File: src/rtl/prog_freq_divider.sv
// Programmable clock divider with glitch-free divisor changes.
// New divisors are staged and applied only at a period boundary.
module prog_freq_divider #(
    parameter int WIDTH       = 16,
    parameter int DEFAULT_DIV = 4
) (
    input  logic             clock_in,
    input  logic             reset,
    input  logic             enable,
    input  logic [WIDTH-1:0] div_in,
    input  logic             load,
    output logic             clock_out,
    output logic             tick,
    output logic [WIDTH-1:0] div_active,
    output logic             pending
);

    localparam logic [WIDTH-1:0] DEF_DIV = WIDTH'(DEFAULT_DIV);
    localparam logic [WIDTH-1:0] ONE     = WIDTH'(1);
    localparam logic [WIDTH-1:0] TWO     = WIDTH'(2);

    logic [WIDTH-1:0] cnt;
    logic [WIDTH-1:0] pdiv;
    logic [WIDTH-1:0] cnt_next;
    logic [WIDTH-1:0] half;
    logic [WIDTH-1:0] load_val;
    logic             wrap;

    always_comb begin
        wrap     = (cnt == div_active - ONE);
        cnt_next = wrap ? '0 : cnt + ONE;
        // ceil(N/2) without an extra carry bit
        half     = (div_active >> 1) + {{(WIDTH-1){1'b0}}, div_active[0]};
        load_val = (div_in < TWO) ? TWO : div_in;
    end

    always_ff @(posedge clock_in or posedge reset) begin
        if (reset) begin
            cnt        <= DEF_DIV - ONE;
            clock_out  <= 1'b0;
            tick       <= 1'b0;
            div_active <= DEF_DIV;
            pdiv       <= DEF_DIV;
            pending    <= 1'b0;
        end else begin
            tick <= 1'b0;
            if (enable) begin
                cnt       <= cnt_next;
                clock_out <= (cnt_next < half);
                tick      <= (cnt_next == '0);
                if (wrap && pending) begin
                    div_active <= pdiv;
                    pending    <= 1'b0;
                end
            end
            // a load on a wrap edge stays pending for the next boundary
            if (load) begin
                pdiv    <= load_val;
                pending <= 1'b1;
            end
        end
    end

endmodule

File: config.mk
export PLATFORM = sky130hd
export DESIGN_NAME = prog_freq_divider
export DESIGN_NICKNAME = d
export VERILOG_FILES = /design/src/rtl/prog_freq_divider.sv
export SDC_FILE = /design/constraint.sdc
export NUM_CORES = 1
export LEC_CHECK = 0
export ABC_CLOCK_PERIOD_IN_PS = 10830
export CAP_MARGIN = 30
export CORE_MARGIN = 4
export CORE_UTILIZATION = 36
export DETAILED_ROUTE_END_ITERATION = 12
export SLEW_MARGIN = 20
export SYNTH_ARGS = -nofsm -noshare
export SYNTH_HDL_FRONTEND = slang
export SYNTH_SLANG_ARGS = --single-unit
export TNS_END_PERCENT = 100
File: constraint.sdc
create_clock -name clock_in -period 10.83 [get_ports clock_in]
set_input_delay 3.249 -clock clock_in [delete_from_list [all_inputs] [get_ports clock_in]]
set_output_delay 3.249 -clock clock_in [all_outputs]
set_load 0.01 [all_outputs]
-- After elaboration in Yosys (flattened, before gate mapping)
Cells that the tools add are included.
- register bits after elaboration: 51
- logic and storage cells: 24
- add/sub/neg operators: 3
- $lt $le $gt $ge: 2
- equality and inequality tests: 1
- mux-type cells: 6
- reduce and logical (&&, ||, !) cells: 6
- operator list (cell ; number):
    2-to-1 mux 16 bit ; 2
    adder 15 x 1 -> 16 bit ; 1
    adder 16 x 1 -> 16 bit (second input constant) ; 1
    equality test 16 bit ; 1
    zero test 16 bit ; 1
    less-than comparator 16 bit ; 1
    less-than comparator 16 x 2 -> 1 bit (second input constant) ; 1
    subtractor 16 x 1 -> 16 bit (second input constant) ; 1
    2-to-1 mux 1 bit ; 4
    AND reduction 2 bit ; 2
    nonzero test 2 bit ; 2
    logical AND 1 bit ; 1

-- Depth between registers and ports, before layout
- depth after elaboration: 6
- mapped depth: 18

-- Worst setup path after synthesis
OpenSTA, ideal clock, no wires.
- path type: in2reg
- from: input load
- to: register pdiv[3]
- arrival: 4.253 ns
- slack: 6.452 ns
- stages: 3
- path through: clkbuf_1 clkbuf_1 mux2_2
- RTL lines (element ; RTL line ; text):
    start: declaration ; 11 ; input logic load,
    end signal: assignment ; 58 ; pdiv <= load_val;
    end: declaration ; 23 ; logic [WIDTH-1:0] pdiv;
No word-level cell between the ends.

-- Worst setup path in the final report
- from: register div_active[8]
- to: output div_active[8]
- RTL lines (element ; RTL line ; text):
    start: declaration ; 14 ; output logic [WIDTH-1:0] div_active,
    start signal: assignment ; 52 ; div_active <= pdiv;
No word-level cell between the ends.

==> impl_metrics.ini <==
[outcome]
status = finished, final reports clean

[synthesis]
netlist_top_cells_area = dfrtp_1 (30%), mux2_2 (6.6%), ha_1 (6.1%), xnor2_1 (5.4%), xor2_1 (3.8%)
synth_fp_nets = 477
synth_top_area_share_pct = 29.96
yosysMostFrequentCell = dfrtp_1
synth_top_area_cell = dfrtp_1
seq_area_frac_synth_pct = 32.64
netlist_area_sq_um = 3925
yosys.cell_types.count = 59
netlist_instances = 438
synth_common_cells = dfrtp_1 (47), nand2_1 (31), nor2_1 (31)
async_flop_share_pct = 100.0
ys.flop_type = dfrtp_1
synth_edf_count = 0
ys_warn_count = 0
avgSynthCellArea_sq_um = 8.961
synth_seq_cells = 51

[cells_and_area]
drive_above_1_share_pct = 12.80
n_antenna_cell = 0
area_growth_syn_to_layout_pct = 13.61
n_fill_cell = 1061
final_nets = 491
final_cell_area_sq_um = 4459
finalNonFillerCells = 589

[placement]
dp_hpwl_um = 7112
numPlacedInstances = 581
gp_congestion = 0.8049
io_buffers = 38
place_area_sq_um = 4349

[floorplanning]
die_y_um = 112.4
dieArea_sq_um = 12640
io_pins = 39
initial_core_util_pct = 37.51
die_w_um = 112.4
core_sq_um = 10460
rows = 37

[power_and_ir_drop]
internal_power_uw = 484.9
seqPwrFrac_pct = 35.4
p_leak_uw = 0.001818
p_switching_uw = 365.9
p_comb_share_pct = 48.5
p_per_area_nw_per_um2 = 190.8
p_clk_share_pct = 16.1
swShare_pct = 43.01
vdd_ir_drop_max_uv = 60.39

[grt]
grt_first_pass_wirelength_um = 15630
grtUsageTotal_pct = 14.98
antenna_found_initial = 0
overflow = 0
grt_start_max_net_pins = 36
grt_pass1_vias = 3200

[clock_tree]
cts-root-buf = clkbuf_8
numCtsBuffers = 5
cts_tree = yes
cts_resized = 0
cts.htree.levels = 2
cts.sinks = 51
clkTransAtPathRegs_ps = 110
holdBufCountCts = 0
cts_setup_buffers = 0
ctsLongestPathBuffers = 2
insertion_delay_ps = 310

[worst_setup_path]
r2r-end = clock_out
timing.critical_path.from = div_active[8]
reg2reg_depth = 17
path_buf_inv = 1
cp-end-kind = primary output
worstReg2RegStart = div_active[0]
cp.depth = 1
crit_chain = clkdlybuf4s50_1
critPathRequiredTime_ps = 7580
critPathKind = flip-flop to primary output
cp-start-kind = flip-flop
critical_path_peak_fanout = 11
cpPeakStageDelay_ps = 630
cpMaxStageDelayCell = dfrtp_1
arrival_ps = 1570
cpLargestDelayFamily = flip-flops
reg2reg_setup_slack_ps = 6080
worstSetupEndpoint = div_active[8]

[min_path]
min_path_type = flip-flop to flip-flop

[detailed_routing]
vias_per_cell = 5.377
drcViolationCount = 0
ant_nets = 0
drtIter0Drc = 153
wl_per_cell_um = 15.79
vias = 3167
wl_um = 9299
drtPass1Iterations = 4

[timing]
max_freq_ghz = 0.2076
clock_skew_ps = 15.09
drv_slew = 0
grt_setup_unrepaired = no
setup_viol = 0
finalHoldViolCount = 0
max-slew-margin-rel_pct = 49.75
max_slew.worst_pin.slew_ps = 746.9
final.setup.tns_ps = 0
fin_crit_ps = 4817
period_share_pct = 44.48

[job]
drv_cap = 0
how the worst min path moves through the flow:
stage / startpoint / cells after the start / endpoint
after floorplan: pdiv[10] / 1 / pdiv[10]
final: pdiv[8] / 1 / div_active[8]
after detailed placement: pdiv[10] / 1 / pdiv[10]
after global routing: pdiv[5] / 1 / div_active[5]
after CTS: pdiv[10] / 1 / div_active[10]
after global placement: pdiv[13] / 1 / pdiv[13]
per-stage QoR:
stage	utilization, %	power (uW)	worst slack [ps]	hold WS [ps]
2_1_floorplan	-	620.4	6358	475.0
3_3_place_gp	41.38	699.6	5761	490.9
3_5_place_dp	41.57	712.8	5750	495.3
4_1_cts	42.62	853.2	5992	520.1
5_1_grt	42.62	928.8	5761	542.0
6_report	42.62	850.9	6013	512.4
cell families after synthesis:
logic type	after synthesis	share of synthesized area, %
AND/OR/NAND/NOR	164	22.63
multiplexers	33	10.30
flip-flops	51	32.64
AO/OA/AOI/OAI	76	13.20
buffers and inverters	54	6.025
XOR/XNOR	41	9.149
adder cells (fa/ha/maj)	19	6.057
power by group through the flow:
| stage | combinational [uW] | clock (uW) | sequential [uW] |
|---|---|---|---|
| floorplan | 370 | 0 | 250 |
| global placement | 396 | 0 | 304 |
| detailed placement | 409 | 0 | 304 |
| CTS | 412 | 140 | 300 |
| global route | 472 | 147 | 310 |
| finish | 412 | 137 | 301 |
per-layer routing:
metal  part of all wire, %  global-route usage, %
met5                     0                      0
met4                  0.71                  2.885
met3                   4.7                  2.426
met2                    47                  24.87
met1                    48                  20.77
layout make-up:
class,count,area (sq um),area share (%)
Multi-Input combinational cell,333,2407,53.98
Sequential cell,51,1281,28.73
Timing Repair Buffer,41,415.4,9.315
Tap cell,136,170.2,3.816
Inverter,20,75.07,1.684
Clock buffer,6,72.57,1.627
Clock inverter,2,37.54,0.8418
registers in the layout, summed over array words and instances (netlist names):
register    count
cnt            16
clock_out       1
pending         1
pdiv           16
div_active     16
tick            1
placed cells by master, fill, tap and decap left out, types with 19 or more instances in the layout:
| master | synthesis | layout |
|---|---|---|
| ha_1 | 19 | 19 |
| xnor2_1 | 24 | 24 |
| o21ai_0 | 20 | 20 |
| nand2_1 | 31 | 31 |
| clkdlybuf4s50_1 | 0 | 38 |
| nand3_1 | 28 | 28 |
| nor2_1 | 31 | 31 |
| inv_1 | 20 | 19 |
| mux2_2 | 23 | 23 |
| dfrtp_1 | 47 | 47 |
worst register-to-register path: stages, from the launching register on:
cell      delay (ps)
dfrtp_1          460
inv_1            120
ha_1             260
nand2b_1         210
or4b_2           650
a221oi_1         390
and3b_1          270
and4_1           290
buf_4            330
a21oi_1           80
ha_1             310
a21oi_1          150
nor2b_1           50
o21ai_0          190
a21oi_1          100
a211oi_1         430
o21ai_0          190
a22oi_1          170
No activity file was read; power rests on OpenSTA's default activity.
